==> config.mk <==
export PLATFORM = sky130hd
export DESIGN_NAME = display_page_scheduler
export DESIGN_NICKNAME = d
export VERILOG_FILES = /design/src/rtl/display_pkg.sv /design/src/rtl/scan_counter.sv /design/src/rtl/display_page_scheduler.sv
export SDC_FILE = /design/constraint.sdc
export NUM_CORES = 1
export LEC_CHECK = 0
export ABC_AREA = 1
export CORE_AREA = 3 3 88 69
export DETAILED_ROUTE_END_ITERATION = 10
export DIE_AREA = 0 0 91 72
export DONT_BUFFER_PORTS = 1
export PLACE_DENSITY = 0.74
export SLEW_MARGIN = 20
export SYNTH_ARGS = -nofsm -noshare
export SYNTH_HDL_FRONTEND = slang
export SYNTH_HIERARCHICAL = 1
export SYNTH_SLANG_ARGS = --single-unit
==> constraint.sdc <==
create_clock -name i_clk -period 1.55 [get_ports i_clk]
set_clock_uncertainty 0.15 [all_clocks]
set_input_delay 0.465 -clock i_clk [delete_from_list [all_inputs] [get_ports i_clk]]
set_output_delay 0.465 -clock i_clk [all_outputs]
set_load 0.02 [all_outputs]
==> src/rtl/display_pkg.sv <==
// Shared encodings for the multiplexed 7-segment display path.
package display_pkg;
    localparam int          DIGITS    = 6;
    localparam logic [7:0]  SEG_BLANK = 8'h00;

    localparam logic [1:0]  PG_TIME   = 2'd0;
    localparam logic [1:0]  PG_DATE   = 2'd1;
    localparam logic [1:0]  PG_ALARM  = 2'd2;

    function automatic logic [1:0] next_page(input logic [1:0] p);
        case (p)
            PG_TIME: next_page = PG_DATE;
            PG_DATE: next_page = PG_ALARM;
            default: next_page = PG_TIME;
        endcase
    endfunction
endpackage

==> src/rtl/scan_counter.sv <==
// Digit-slot prescaler and digit index for the six-digit scan.
module scan_counter
    import display_pkg::*;
#(
    parameter int SCAN_DIV  = 1000,
    parameter int BLANK_CYC = 16
) (
    input  logic       i_clk,
    input  logic       i_reset,
    output logic [2:0] o_index,
    output logic       o_slot_blank,
    output logic       o_frame_wrap
);
    localparam int PW = (SCAN_DIV > 2) ? $clog2(SCAN_DIV) : 1;

    logic [PW-1:0] r_pre;
    logic [2:0]    r_idx;
    logic          w_tc;

    assign w_tc         = (r_pre == PW'(SCAN_DIV - 1));
    assign o_index      = r_idx;
    assign o_slot_blank = (r_pre < PW'(BLANK_CYC));
    assign o_frame_wrap = w_tc && (r_idx == 3'(DIGITS - 1));

    always_ff @(posedge i_clk) begin
        if (i_reset) begin
            r_pre <= '0;
            r_idx <= '0;
        end else if (w_tc) begin
            r_pre <= '0;
            r_idx <= (r_idx == 3'(DIGITS - 1)) ? 3'd0 : r_idx + 3'd1;
        end else begin
            r_pre <= r_pre + PW'(1);
        end
    end
endmodule

==> src/rtl/display_page_scheduler.sv <==
// Page selection, idle auto-return, edit blink and registered segment/digit drive
// for the six-digit multiplexed display.
module display_page_scheduler
    import display_pkg::*;
#(
    parameter int SCAN_DIV  = 1000,
    parameter int BLANK_CYC = 16,
    parameter int TIMEOUT   = 10
) (
    input  logic        i_clk,
    input  logic        i_reset,
    input  logic        i_mode_btn,
    input  logic        i_sec_tick,
    input  logic        i_edit_en,
    input  logic [1:0]  i_edit_field,
    input  logic        i_meridian,
    input  logic [47:0] i_time_segs,
    input  logic [47:0] i_date_segs,
    input  logic [47:0] i_alarm_segs,
    output logic [5:0]  o_digit_sel,
    output logic [7:0]  o_seg,
    output logic [1:0]  o_page
);
    localparam int IW = $clog2(TIMEOUT + 1);

    logic [1:0]    r_pend, r_page;
    logic [IW-1:0] r_idle;
    logic          r_blink;
    logic [5:0]    r_digit_sel;
    logic [7:0]    r_seg;

    logic [2:0]    w_idx;
    logic          w_slot_blank, w_frame_wrap, w_accept, w_blanked;
    logic [47:0]   w_src;
    logic [7:0]    w_byte, w_seg;

    scan_counter #(.SCAN_DIV(SCAN_DIV), .BLANK_CYC(BLANK_CYC)) u_scan (
        .i_clk        (i_clk),
        .i_reset      (i_reset),
        .o_index      (w_idx),
        .o_slot_blank (w_slot_blank),
        .o_frame_wrap (w_frame_wrap)
    );

    assign w_accept = i_mode_btn && !i_edit_en;

    always_comb begin
        w_src = i_time_segs;
        if (r_page == PG_DATE)       w_src = i_date_segs;
        else if (r_page == PG_ALARM) w_src = i_alarm_segs;
        case (w_idx)
            3'd1:    w_byte = w_src[39:32];
            3'd2:    w_byte = w_src[31:24];
            3'd3:    w_byte = w_src[23:16];
            3'd4:    w_byte = w_src[15:8];
            3'd5:    w_byte = w_src[7:0];
            default: w_byte = w_src[47:40];
        endcase
    end

    // Digit pairs map to edit fields by index/2; field 3 never matches.
    assign w_blanked = r_blink && (i_edit_field != 2'd3) && (i_edit_field == w_idx[2:1]);
    assign w_seg = w_blanked ? SEG_BLANK
                 : (w_byte | {(i_meridian && r_page == PG_TIME && w_idx == 3'd1), 7'b0});

    always_ff @(posedge i_clk) begin
        if (i_reset) begin
            r_pend      <= PG_TIME;
            r_page      <= PG_TIME;
            r_idle      <= '0;
            r_blink     <= 1'b0;
            r_digit_sel <= '0;
            r_seg       <= SEG_BLANK;
        end else begin
            if (w_accept) begin
                r_pend <= next_page(r_pend);
                r_idle <= '0;
            end else if (r_pend == PG_TIME || i_edit_en) begin
                r_idle <= '0;
            end else if (i_sec_tick) begin
                if (r_idle == IW'(TIMEOUT - 1)) begin
                    r_pend <= PG_TIME;
                    r_idle <= '0;
                end else begin
                    r_idle <= r_idle + IW'(1);
                end
            end
            // Page only changes between frames so one frame never mixes sources.
            if (w_frame_wrap) r_page <= r_pend;
            r_blink     <= i_edit_en && (r_blink ^ i_sec_tick);
            r_digit_sel <= w_slot_blank ? 6'd0 : (6'd1 << w_idx);
            r_seg       <= w_seg;
        end
    end

    assign o_digit_sel = r_digit_sel;
    assign o_seg       = r_seg;
    assign o_page      = r_page;
endmodule

==> summary.txt <==
Status
  – Run status: complete, but fails checks
  – Violated checks: setup timing

STA
  – Max Transition Viols Final: 0
  – Setup_tns: -0.417 ns
  – Final min period: between 1.5 and 2 ns
  – RSZ-0062 raised after global routing: yes
  – Fmax: 0.613 GHz
  – Final hold slack: 0.0888 ns
  – Slew headroom: 79.6%
  – Final setup margin: -0.0811 ns
  – Final Hold Fails: 0
  – Final period utilization: 105%
  – Worst-margin pin slew: 0.304 ns
  – Finish-stage setup viols: 9

Clocking
  – Clock root buffer: clkbuf_8
  – Worst skew pair latency: 0.28 ns
  – CTS HTree Levels: 2
  – CTS sink count: 36
  – Number of buffers created by CTS: 5
  – CTS tree: done
  – Clk slew on worst S/H paths: 0.07 ns
  – Max Buffers Root-to-Sink: 2

Synth
  – Register bit count reported by yosys: 36
  – YS warnings: 6
  – Top area cells in the synthesized netlist: dfxtp_1 24%, nand2_1 20%, nand3_1 16%
  – Synth top area share: 23.9%
  – Cells after synthesis: 540
  – Cell area after synthesis: 3010 sq um
  – Synth unique cells: 31
  – Synthesized area per cell: 5.58 sq um
  – Total nets after synthesis: 693
  – Post-synthesis sequential area ratio: 23.9%
  – Synth area leader: dfxtp_1

GRT
  – Initial antenna violation count: 0
  – Gr usage total: 29.9%
  – Vias in the first global route: 3389
  – Total congestion overflow: 0
  – First-pass GRT wire length: 15900 um
  – Largest net degree at the start of global routing: 24

Critical path
  – Worst Setup SP: o_page[0]$_SDFFE_PP0P_
  – Critical path arrival: 1.02 ns
  – Slowest stage delay, CP: 0.42 ns
  – Reg2reg path depth: 11
  – Crit-path most repeated cell: buf_6
  – Worst r2r src: o_page[1]$_SDFFE_PP0P_
  – Worst-path maximum fanout: 10
  – Critical Path Start Type: register
  – Crit end category: primary output
  – Critical path class: register to primary output
  – Worst-path cell chain: buf_6 -> buf_6
  – Slowest CP cell: dfxtp_4
  – Worst EP required: 0.93 ns

Placed design
  – Input/output buffers: 0
  – RePlAce Congestion: between 0.8 and 0.9
  – Minimum setup slack after placement: -0.216 ns
  – Hpwl dp: 7820 um

Hold path
  – Worst hold start: i_reset
  – Hold Path Cell Cnt: 1
  – HP Class: input pin to register

Drt
  – Routed Antenna Nets: 0
  – Drt initial violations: around 340
  – Drt drc: 0
  – Detailed Route WL: 10700 um
  – DR vias: approximately 3700
  – Via/cell ratio: approximately 5.8
  – First-pass detailed-route iteration total: 5
  – Routed WL per cell: 16.6 um

Floorplanning
  – Site row count: 23
  – Die ar.: 6550 sq um
  – Ports: 168
  – Die W: just over 90 um
  – Die Ht: 72 um
  – Starting Density: 56.9%
  – Core area: 5300 sq um

Pwr
  – Overall power: 1.76 mW
  – Leak: 1.93 nW
  – Worst VDD drop: 0.000512 V
  – Power Density: around 450 nW/um^2

Finish
  – Nets@finish: 726
  – Syn-to-layout area delta: 29.9%
  – Filler cell count: 435
  – Commonest non-fill, non-tap cell in the layout: nand2_1
  – Most frequent cells in the layout: 146 x nand2_1, 81 x nand3_1, 73 x nor2_1, 51 x inv_1, 32 x buf_4
  – Share of layout cells above drive strength 1: 24.6%
  – Ant. Diodes: 0

Flow run
  – Number of max-cap violations: 0
-- kinds of logic (layout without fill, tap and decap cells) --
group,Yosys count,after routing,synth area share (%)
AO/OA/AOI/OAI,41,41,8.35
XOR/XNOR,4,4,1.16
adder cells (fa/ha/maj),1,1,0.415
buffers and inverters,82,115,12.0
flip-flops,36,36,23.9
AND/OR/NAND/NOR,376,376,54.1
-- cell usage after synthesis --
cell type	number
or2_0	2
buf_4	3
o2111ai_1	1
or2_2	1
nand2_1	161
ha_1	1
a21oi_1	13
nand3_4	1
buf_2	14
o31ai_1	1
nand4_1	3
clkinv_2	1
nand3_1	97
buf_6	3
inv_2	3
dfxtp_1	36
xor2_1	2
inv_4	1
nor3_1	4
nor2_4	3
nand2_4	2
o21ai_1	1
inv_1	51
xnor2_1	2
o211ai_1	16
o21ai_0	9
nor2_2	7
nor4_1	1
clkbuf_1	6
nand2_2	2
nor2_1	92
-- through the flow --
| stage | instance area, sq um | instances | utilization (%) |
|---|---|---|---|
| 2_1_floorplan | 3020 | 540 | - |
| 3_3_place_gp | 3350 | 629 | 63.2 |
| 3_5_place_dp | 3350 | 629 | 63.2 |
| 4_1_cts | 3740 | 647 | 70.6 |
| 5_1_grt | 3910 | 648 | 73.9 |
| 6_report | 3910 | 648 | 73.9 |
-- critical path: cells and delay by family (launching register included) --
kind / cells / cell delay (ns)
flip-flops: 1 / 0.42
buffers and inverters: 2 / 0.31
-- layout make-up --
cell class,instances,area (sq um),share of cell area (%)
clock inverter,1,5.00,0.128
timing repair buffer,52,597,15.3
multi-input combinational,422,2190,55.9
sequential,36,734,18.8
tap,75,93.8,2.40
inverter,56,224,5.72
clock buffer,6,72.6,1.85
-- state kept, by name (all words and copies together), names as in the netlist --
signal          flops
u_scan/r_pre       10
o_digit_sel         6
o_seg               8
u_scan/o_index      3
r_idle              4
r_pend              2
r_blink             1
o_page              2
-- power by group --
part	total [mW]	switching (mW)	internal (mW)
Clock	0.614	0.309	0.305
Sequential	0.980	0.0348	0.946
Combinational	0.170	0.0935	0.0767
Total	1.76	0.437	1.33
-- per-layer routing --
| metal | vias to the layer above | part of all wire [%] | track usage [%] |
|---|---|---|---|
| li1 | 1789 | - | - |
| met5 | - | 0 | 0 |
| met1 | 1686 | 38 | 35.7 |
| met2 | 230 | 49 | 52.1 |
| met4 | 0 | 2.1 | 8.03 |
| met3 | 24 | 11 | 9.74 |
-- final timing paths --
kind / to / slack (ns)
min: o_page[1]$_SDFFE_PP0P_ / 0.09
max: o_page[0] / -0.08
min reg2reg: r_blink$_SDFF_PP0_ / 0.31
max reg2reg: o_seg[5]$_SDFF_PP0_ / -0.06
-- what timing repair did --
action	in CTS	in global routing
buffers inserted	8	1
setup endpoints to repair	11	18
hold buffers	0	0
gates resized for setup	46	46
hold endpoints to repair	0	0
pin swaps	22	25
gates cloned	3	0
Note: power is estimated with default switching activity, not from simulation.
